### config.mk
export PLATFORM = sky130hd
export DESIGN_NAME = minilab0
export DESIGN_NICKNAME = d
export VERILOG_FILES = /design/src/rtl/minilab0_pkg.sv /design/src/rtl/minilab0_fifo.sv /design/src/rtl/minilab0.sv
export SDC_FILE = /design/constraint.sdc
export NUM_CORES = 1
export LEC_CHECK = 0
export CORE_UTILIZATION = 55
export CTS_BUF_LIST = sky130_fd_sc_hd__clkbuf_4 sky130_fd_sc_hd__clkbuf_8
export CTS_CLUSTER_SIZE = 10
export DETAILED_ROUTE_END_ITERATION = 10
export HOLD_SLACK_MARGIN = 0.06
export PLACE_DENSITY = 0.79
export SLEW_MARGIN = 25
export SYNTH_ARGS = -nofsm -noshare
export SYNTH_HDL_FRONTEND = slang
export SYNTH_SLANG_ARGS = --single-unit
export TNS_END_PERCENT = 5
### constraint.sdc
create_clock -name CLOCK_50 -period 3.6 [get_ports CLOCK_50]
set_input_delay 0.72 -clock CLOCK_50 [delete_from_list [all_inputs] [get_ports CLOCK_50]]
set_output_delay 0.72 -clock CLOCK_50 [all_outputs]
set_load 0.02 [all_outputs]
### src/rtl/minilab0_pkg.sv
// Shared constants, FSM state type and seven-segment lookup for minilab0.
// Imported by the top level; the FIFO sub-module is self-contained.
package minilab0_pkg;

    localparam int DATA_WIDTH = 8;
    localparam int DEPTH      = 8;
    localparam int ACC_WIDTH  = 24;

    typedef enum logic [1:0] {
        FILL = 2'd0,
        EXEC = 2'd1,
        DONE = 2'd2
    } state_t;

    // Active-low segments, bit order {g,f,e,d,c,b,a}
    function automatic logic [6:0] seg7(input logic [3:0] v);
        logic [6:0] s;
        s = 7'h7F;
        case (v)
            4'h0: s = 7'b1000000;
            4'h1: s = 7'b1111001;
            4'h2: s = 7'b0100100;
            4'h3: s = 7'b0110000;
            4'h4: s = 7'b0011001;
            4'h5: s = 7'b0010010;
            4'h6: s = 7'b0000010;
            4'h7: s = 7'b1111000;
            4'h8: s = 7'b0000000;
            4'h9: s = 7'b0010000;
            4'hA: s = 7'b0001000;
            4'hB: s = 7'b0000011;
            4'hC: s = 7'b1000110;
            4'hD: s = 7'b0100001;
            4'hE: s = 7'b0000110;
            4'hF: s = 7'b0001110;
            default: s = 7'h7F;
        endcase
        return s;
    endfunction

endpackage

### src/rtl/minilab0_fifo.sv
// Synchronous FIFO with registered read data and full/empty flags.
// Ports: clk, rst (async high), wr_en/din, rd_en/dout, full, empty.
module fifo #(
    parameter int DEPTH      = 8,
    parameter int DATA_WIDTH = 8
) (
    input  logic                  clk,
    input  logic                  rst,
    input  logic                  wr_en,
    input  logic                  rd_en,
    input  logic [DATA_WIDTH-1:0] din,
    output logic [DATA_WIDTH-1:0] dout,
    output logic                  full,
    output logic                  empty
);

    localparam int PW = (DEPTH > 1) ? $clog2(DEPTH) : 1;
    localparam int CW = $clog2(DEPTH + 1);

    logic [DATA_WIDTH-1:0] mem [DEPTH];
    logic [PW-1:0]         wr_ptr;
    logic [PW-1:0]         rd_ptr;
    logic [CW-1:0]         count;
    logic                  do_wr;
    logic                  do_rd;

    assign full  = (count == CW'(DEPTH));
    assign empty = (count == '0);
    // Writes while full and reads while empty are dropped
    assign do_wr = wr_en && !full;
    assign do_rd = rd_en && !empty;

    function automatic logic [PW-1:0] nxt(input logic [PW-1:0] p);
        return (p == PW'(DEPTH - 1)) ? '0 : p + 1'b1;
    endfunction

    always_ff @(posedge clk) begin
        if (do_wr)
            mem[wr_ptr] <= din;
    end

    always_ff @(posedge clk or posedge rst) begin
        if (rst) begin
            wr_ptr <= '0;
            rd_ptr <= '0;
            count  <= '0;
            dout   <= '0;
        end else begin
            if (do_wr)
                wr_ptr <= nxt(wr_ptr);
            if (do_rd) begin
                rd_ptr <= nxt(rd_ptr);
                dout   <= mem[rd_ptr];
            end
            case ({do_wr, do_rd})
                2'b10:   count <= count + 1'b1;
                2'b01:   count <= count - 1'b1;
                default: count <= count;
            endcase
        end
    end

endmodule

### src/rtl/minilab0.sv
// Fills two FIFOs, multiply-accumulates their contents, shows result on HEX.
// Ports: CLOCK_50, KEY[0] reset (low), SW[0] display enable, HEX0..5, LEDR.
module minilab0 #(
    parameter int DEPTH      = 8,
    parameter int DATA_WIDTH = 8
) (
    input  logic       CLOCK_50,
    input  logic [3:0] KEY,
    input  logic [9:0] SW,
    output logic [6:0] HEX0,
    output logic [6:0] HEX1,
    output logic [6:0] HEX2,
    output logic [6:0] HEX3,
    output logic [6:0] HEX4,
    output logic [6:0] HEX5,
    output logic [9:0] LEDR
);

    import minilab0_pkg::*;

    localparam int IW    = $clog2(DEPTH + 1);
    localparam int PRODW = 2 * DATA_WIDTH;

    logic                  clk;
    logic                  rst;
    state_t                state;
    logic [IW-1:0]         fill_idx;
    logic                  valid;
    logic [ACC_WIDTH-1:0]  acc;
    logic                  wr_en;
    logic                  rd_en;
    logic [DATA_WIDTH-1:0] din_a;
    logic [DATA_WIDTH-1:0] din_b;
    logic [DATA_WIDTH-1:0] dout_a;
    logic [DATA_WIDTH-1:0] dout_b;
    logic                  full_a;
    logic                  full_b;
    logic                  empty_a;
    logic                  empty_b;
    logic [PRODW-1:0]      prod;
    logic                  show;
    logic                  unused_ok;

    assign clk = CLOCK_50;
    assign rst = ~KEY[0];

    assign unused_ok = ^{KEY[3:1], SW[9:1], full_a, full_b};

    assign wr_en = (state == FILL);
    assign din_a = DATA_WIDTH'(fill_idx) + DATA_WIDTH'(1);
    assign din_b = DATA_WIDTH'(fill_idx) + DATA_WIDTH'(2);
    assign rd_en = (state == EXEC) && !empty_a && !empty_b;

    fifo #(.DEPTH(DEPTH), .DATA_WIDTH(DATA_WIDTH)) u_fifo_a (
        .clk   (clk),
        .rst   (rst),
        .wr_en (wr_en),
        .rd_en (rd_en),
        .din   (din_a),
        .dout  (dout_a),
        .full  (full_a),
        .empty (empty_a)
    );

    fifo #(.DEPTH(DEPTH), .DATA_WIDTH(DATA_WIDTH)) u_fifo_b (
        .clk   (clk),
        .rst   (rst),
        .wr_en (wr_en),
        .rd_en (rd_en),
        .din   (din_b),
        .dout  (dout_b),
        .full  (full_b),
        .empty (empty_b)
    );

    assign prod = PRODW'(dout_a) * PRODW'(dout_b);

    always_ff @(posedge clk or posedge rst) begin
        if (rst) begin
            state    <= FILL;
            fill_idx <= '0;
            valid    <= 1'b0;
            acc      <= '0;
        end else begin
            // Read data lands one cycle after the pop
            valid <= rd_en;
            if (valid)
                acc <= acc + ACC_WIDTH'(prod);
            case (state)
                FILL: begin
                    if (fill_idx == IW'(DEPTH - 1)) begin
                        fill_idx <= '0;
                        state    <= EXEC;
                    end else begin
                        fill_idx <= fill_idx + 1'b1;
                    end
                end
                EXEC: begin
                    // Wait for the last popped pair to be accumulated
                    if (empty_a && empty_b && !valid)
                        state <= DONE;
                end
                DONE:    state <= DONE;
                default: state <= FILL;
            endcase
        end
    end

    assign show = SW[0] && (state == DONE);
    assign LEDR = {8'b0, state};

    assign HEX0 = show ? seg7(acc[3:0])   : 7'h7F;
    assign HEX1 = show ? seg7(acc[7:4])   : 7'h7F;
    assign HEX2 = show ? seg7(acc[11:8])  : 7'h7F;
    assign HEX3 = show ? seg7(acc[15:12]) : 7'h7F;
    assign HEX4 = show ? seg7(acc[19:16]) : 7'h7F;
    assign HEX5 = show ? seg7(acc[23:20]) : 7'h7F;

endmodule

==> summary.md, run 1 <==
| Metric | Value |
|---|---|
| H-tree depth | `4` |
| Number of enable flip-flop cells after synthesis | `80` |
| Row Count | `45` |
| Pin count of the biggest net entering global routing | `42` |
| P_int | `2661 uW` |
| Peak VDD IR | `458.4 uV` |
| Vias in the first global route | `6,046` |
| CP startpoint kind | `flip-flop` |
| Commonest non-fill, non-tap cell in the layout | `edfxtp_1` |
| Switch share | `20.90%` |
| Sequential power share | `50.3%` |
| Detailed Place HPWL | `12.43 mm` |
| Ports | `67` |
| Failing checks | `setup timing` |
| Max cap viols | `0` |
| Fraction of final layout cells sized beyond drive strength 1 | `18.34%` |
| Clock buffer depth | `2` |
| Most frequent cells in the layout | `80 x edfxtp_1, 77 x ha_1, 61 x dfrtp_1` |
| CP Capture Type | `flip-flop` |
| Share of the yosys chip area belonging to registers | `45.24%` |
| Design Power | `3365 uW` |
| Leakage power | `0.004208 uW` |
| Post-synth top area share | `27.67%` |
| Residual DRC | `0` |
| First-pass GRT wire length | `28.68 mm` |
| Power share of the combinational group | `3.2%` |
| CTS tree | `built` |
| Fraction of registers with async set/reset | `43.26%` |
| Clk pwr share | `46.5%` |
| Synth Register Bits | `141` |
| DR vias/cell | `5.581` |
| Maximum clock rate | `258.8 MHz` |
| Core area | `15,310 um2` |
| Router iterations before antenna repair | `6` |
| Syn Inst Count | `740` |
| Final Skew | `11.37 ps` |
| Tmin final | `3864 ps` |
| Worst Path Arrival | `4180 ps` |
| Area post-placement | `9572 um2` |
| Max Slew Vio Count | `0` |
| Routed wire per std cell | `16.53 um` |
| Slowest stage cell on the critical path | `fa_2` |
| Syn Std Cell Area | `8683 um2` |
| Root buffer cell | `clkbuf_8` |
| Layout area overhead | `17.05%` |
| CTS Buf Count | `17` |
| Max stage delay on crit path | `530 ps` |
| Initial antenna violation count | `0` |
| Worst rel slew slack | `37.12%` |
| Tightest Hold Check Type | `input pin to async pin` |
| Setup WS post-layout | `-264.0 ps` |
| Crit Path Category | `flip-flop to flip-flop` |
| Iter 0 DRT Violations | `220` |
| Die Y | `127.7 um` |
| Clk sinks | `141` |
| Crit-path cells | `buf_4 > nand2_1 > fa_2 > inv_1 > ha_1 > ha_4 > fa_1 > ha_2 > fa_2 > a21oi_4 > o21ai_2 > a221oi_4 > buf_12 > nor3_2 > xor2_1` |
| Distinct cells, synth | `54` |
| Post-route cell area | `10,160 um2` |
| WL final | `17.19 mm` |
| N_diodes | `0` |
| Hold_buf cts | `0` |
| Grt ovf | `0` |
| Total Routing Usage GR | `22.85%` |
| Worst-Margin Slew | `934.6 ps` |
| Placer Congestion | `0.8399` |
| Post-synth top area cell | `edfxtp_1` |
| Crit-path max FO | `7` |
| P_sw | `703.3 uW` |
| Tcrit/Tclk final | `107.3%` |
| RSZ-0062 raised after global routing | `true` |
| CP Data Required Time | `3910 ps` |
| Routed via count | `5,804` |
| Starting density of the core | `56.70%` |
| Die Area | `16,290 um2` |
| Final hold viol count | `0` |
| Power Dens Cells | `331.1 nW/um2` |
| Die width | `127.7 um` |
| Final ANT Viol Nets | `0` |
| Clock Pin Slew Worst Setup and Hold Paths | `80 ps` |
| Post-Syn Area per Cell | `11.73 um2` |
| Setup_tns | `-3095 ps` |
| Latest clock arrival within the worst-skew pair | `460 ps` |
| Most used cell, CP | `fa_2` |
| Largest cells by area after synthesis | `edfxtp_1 28%, dfrtp_1 18%, ha_1 12%, mux4_2 5.7%, fa_1 4.6%` |
| Fin nets | `931` |
| Setup violators final | `17` |
| Predominant post-synthesis flop cell | `edfxtp_1` |
| PortBufs | `46` |
| Synth Warn # | `0` |
| Outcome | `complete, but fails checks` |
registers in the layout, indices dropped and copies added, names as in the netlist:
| signal | cells |
|---|---|
| valid | 1 |
| u_fifo_a.rd_ptr | 3 |
| state | 2 |
| u_fifo_b.count | 4 |
| u_fifo_b.dout | 5 |
| u_fifo_a.mem | 40 |
| u_fifo_b.rd_ptr | 3 |
| u_fifo_a.count | 4 |
| acc | 24 |
| u_fifo_a.dout | 5 |
| u_fifo_b.mem | 40 |
| u_fifo_b.wr_ptr | 3 |
| u_fifo_a.wr_ptr | 3 |
| fill_idx | 4 |
kinds of logic (layout without fill, tap and decap cells):
family	Yosys count	after routing	share of synthesized area, %
muxes	64	64	10.97
xor gates and xnor gates	31	31	3.127
buffers and inverters	103	185	5.274
other	1	8	0.04319
DFF	141	141	45.24
and+or+nand+nor	181	181	10.30
adders and majority gates	100	100	16.14
AOI/OAI and AO/OA	119	119	8.905
power by group through the flow:
stage	sequential, uW	clock [uW]	combinational, uW
CTS	1690	1580	110
floorplan	1730	0	57.8
finish	1690	1570	108
global route	1690	1650	117
detailed placement	1730	0	110
global placement	1730	0	107
Yosys cell counts (17+ instances only):
| cell type | count |
|---|---|
| o21ai_0 | 28 |
| nand2_1 | 60 |
| ha_1 | 80 |
| dfrtp_1 | 61 |
| edfxtp_1 | 80 |
| a21oi_1 | 27 |
| mux4_2 | 22 |
| inv_1 | 62 |
| xnor2_1 | 18 |
| nand2b_1 | 17 |
| nor3_1 | 18 |
| fa_1 | 20 |
| nor2_1 | 34 |
| mux2i_1 | 25 |
| o211ai_1 | 30 |
routing by layer:
metal  part of all wire (%)  wire (um)  track usage, %
met3                    3.3        559           4.466
met1                     41       7107           26.61
met5                      0          0               0
met4                    1.4        243           7.612
met2                     54       9277           42.17
per-stage QoR:
step           utilization, %  hold slack (ps)  setup WS (ps)  cells
6_report                66.36            220.1         -264.0   1040
5_1_grt                 66.36            245.4         -407.6   1040
3_3_place_gp            62.50            472.4         -260.7   1002
4_1_cts                 66.27            215.8         -249.8   1039
2_1_floorplan               -            424.4         -72.51    747
3_5_place_dp            62.50            479.1         -375.1   1002
final cells by class:
class | instances | area (um2)
tap | 211 | 264.0
multi-input combinational | 503 | 4439
timing repair buffer | 90 | 802.0
sequential | 141 | 3929
clock buffer | 20 | 256.5
clock inverter | 12 | 231.5
fill | 1133 | 5151
inverter | 63 | 241.5
critical path: cells and delay by family, from the launching register on:
family / cells / cell delay, ps
fa+ha+maj: 6 / 2120
compound gates: 3 / 580
flops: 1 / 410
buf+inv: 3 / 330
xor+xnor: 1 / 150
simple gates: 2 / 120
final timing paths:
check / from / endpoint / slack, ps / cells after the start
max reg2reg: u_fifo_a.dout[3] / acc[19] / -260 / 15
min in group CLOCK_50: u_fifo_b.count[3] / u_fifo_b.count[3] / 490 / 1
min: KEY[0] / fill_idx[1] / 220 / 1
max: u_fifo_a.dout[3] / acc[19] / -260 / 15
max in group asynchronous: KEY[0] / acc[15] / 2460 / 2
min reg2reg: u_fifo_b.count[3] / u_fifo_b.count[3] / 490 / 1
repair_timing:
action / in CTS / in global routing
pin swaps: 12 / 4
gates resized for setup: 12 / 3
buffers inserted: 5 / 1
endpoints found under the setup margin: 17 / 18
hold endpoints to repair: 0 / 0
Note: power is estimated with default switching activity, not from simulation.
==> inputs of run 2 (changes only) <==
Settings changed: CTS_CLUSTER_DIAMETER from default to 40.
==> results of run 2 <==
Final layout, timing and power as in run 1 (identical DEF).
==> inputs of run 3 (changes only) <==
Settings changed: CORE_MARGIN from default to 2.
==> summary.md, run 3 (synthesis gave the netlist of run 1 again) <==
| Metric | Value |
|---|---|
| Worst rel slew slack | `43.00% (+5.9 points)` |
| Setup_tns | `-2420 ps (+675.4 ps)` |
| RSZ-0062 raised after global routing | `true` |
| Fraction of final layout cells sized beyond drive strength 1 | `18.67% (+0.34 points)` |
| Peak VDD IR | `335.0 uV (-27%)` |
| H-tree depth | `4 (unchanged)` |
| Die Area | `16,810 um2 (+3.2%)` |
| N_diodes | `0 (unchanged)` |
| Worst-Margin Slew | `848.4 ps (-86.14 ps)` |
| Maximum clock rate | `262.5 MHz (+1.4%)` |
| CTS Buf Count | `17 (unchanged)` |
| CP Data Required Time | `3970 ps (+60 ps)` |
| Vias in the first global route | `5,892 (-2.5%)` |
| Root buffer cell | `clkbuf_8` |
| Registers with the most flip-flops | `u_fifo_a.mem: 40 flops, u_fifo_b.mem: 40 flops, acc: 24 flops` |
| Routed via count | `5,790 (-0.24%)` |
| Crit-path max FO | `4 (-3)` |
| Power Dens Cells | `299.9 nW/um2 (-9.4%)` |
| Clock buffer depth | `2 (unchanged)` |
| Residual DRC | `0 (unchanged)` |
| Die Y | `129.7 um (+1.6%)` |
| Starting density of the core | `56.70% (unchanged)` |
| Final ANT Viol Nets | `0 (unchanged)` |
| Router iterations before antenna repair | `5 (-1)` |
| Most frequent cells in the layout | `80 x edfxtp_1, 73 x ha_1, 60 x nand2_1, 60 x dfrtp_1, 57 x inv_1` |
| Final Skew | `11.87 ps (+0.4913 ps)` |
| Core area | `15,310 um2 (unchanged)` |
| Latest clock arrival within the worst-skew pair | `450 ps (about the same)` |
| PortBufs | `46 (unchanged)` |
| Tightest Hold Check Type | `input pin to async pin` |
| Max cap viols | `0 (unchanged)` |
| Grt ovf | `0 (unchanged)` |
| Setup violators final | `15 (-2)` |
| Leakage power | `0.004205 uW (about the same)` |
| Worst reg2reg setup slack | `-210 ps (+50 ps)` |
| CP Capture Type | `flip-flop` |
| Max Slew Vio Count | `0 (unchanged)` |
| Worst Path Arrival | `4180 ps (about the same)` |
| Pin count of the biggest net entering global routing | `29 (-31%)` |
| CTS tree | `built` |
| Setup WS post-layout | `-210.1 ps (+53.83 ps)` |
| Clock Pin Slew Worst Setup and Hold Paths | `80 ps (about the same)` |
| Tcrit/Tclk final | `105.8% (-1.5 points)` |
| Layout area overhead | `16.83%` |
| Fin nets | `932 (+0.11%)` |
| Row Count | `45 (unchanged)` |
| CP startpoint kind | `flip-flop` |
| Hold_buf cts | `0 (unchanged)` |
| WL final | `16.81 mm (-2.2%)` |
| Ports | `67 (unchanged)` |
| Path depth of the worst reg2reg path | `15 (unchanged)` |
| WHS | `175.7 ps (-44.33 ps)` |
| Outcome | `complete, but fails checks` |
| Total Routing Usage GR | `21.36% (-1.5 points)` |
| Die width | `129.7 um (+1.6%)` |
| Clk sinks | `141 (unchanged)` |
| DR vias/cell | `5.562 (-0.34%)` |
| Crit path to | `acc[20]` |
| CP Launch Point | `u_fifo_b.dout[4]` |
| Initial antenna violation count | `0 (unchanged)` |
| RR Endpoint | `acc[20]` |
| Final hold viol count | `0 (unchanged)` |
| Failing checks | `setup timing` |
| Tmin final | `3810 ps (-53.83 ps)` |
| Commonest non-fill, non-tap cell in the layout | `edfxtp_1` |
| Detailed Place HPWL | `12.58 mm (+1.1%)` |
| Crit Path Category | `flip-flop to flip-flop` |
| Placer Congestion | `0.8594 (+2.3%)` |
| Routed wire per std cell | `16.14 um (-2.3%)` |
| Iter 0 DRT Violations | `328 (+49%)` |
| First-pass GRT wire length | `27.95 mm (-2.5%)` |
| Reg-to-Reg Start | `u_fifo_b.dout[4]` |
| Pre-CTS WS | `-368.8 ps (+6.285 ps)` |
[run 3: cell count changes in the layout (fill, tap and decap cells not counted), sizes merged]
cell      delta
clkinvlp     +2
clkbuf       -1
inv          -2
clkinv       +5
buf          +1
bufinv       -4
[run 3: report_power, final]
group          switching, uW  internal (uW)  total, uW
clock network            610            631       1240
registers                  0           1690       1690
logic                   67.0           42.8        110
total                    677           2370       3040
[run 3: worst max-delay path: stages (launching register included)]
cell,delay (ps)
dfrtp_1,410
and2_4,170
fa_2,390
fa_1,450
ha_1,290
inv_1,50
fa_1,520
inv_1,60
ha_4,290
o211ai_1,120
o211ai_1,220
a22oi_1,100
buf_4,200
buf_4,150
nor3_4,180
xnor2_1,140
[run 3: how the worst min path moves through the flow]
stage,cells after the start,to,startpoint
after floorplan,0,acc[0],KEY[0]
after global placement,1,u_fifo_a.count[3],u_fifo_a.count[3]
after detailed placement,1,u_fifo_a.count[3],u_fifo_a.count[3]
after CTS,1,u_fifo_b.wr_ptr[1],KEY[0]
after global routing,1,u_fifo_b.rd_ptr[1],KEY[0]
final,1,u_fifo_b.wr_ptr[1],KEY[0]
[run 3: timing repair]
| item | CTS | global route |
|---|---|---|
| buffers inserted | 2 | 4 |
| gates resized for setup | 5 | 16 |
| pin swaps | 11 | 20 |
| endpoints found under the setup margin | 16 | 18 |
[run 3: area by class of cell]
class	count	area (um2)
fillers	1166	5170
multi-input cells	503	4514
flip-flops and latches	141	3930
repair buffers	91	805.8
well taps	211	264.0
clock buffers	19	249.0
inverters	63	241.5
clock inverters	13	140.1
[run 3: per-layer routing]
layer | vias up | track usage (%) | part of all wire [%] | routed length (um)
met1 | 2865 | 25.63 | 42 | 7066
li1 | 2767 | - | - | -
met3 | 23 | 4.294 | 4.0 | 666
met2 | 135 | 38.19 | 53 | 8835
met4 | 0 | 7.780 | 1.4 | 237
met5 | - | 0 | 0 | 0
[run 3: through the flow]
stage / total power [uW] / instances / util [%] / cell area (um2)
2_1_floorplan: 1785 / 747 / - / 8771
3_3_place_gp: 1836 / 1003 / 62.55 / 9579
3_5_place_dp: 1838 / 1003 / 62.55 / 9579
4_1_cts: 3067 / 1037 / 65.34 / 10010
5_1_grt: 3134 / 1041 / 66.24 / 10140
6_report: 3043 / 1041 / 66.24 / 10140
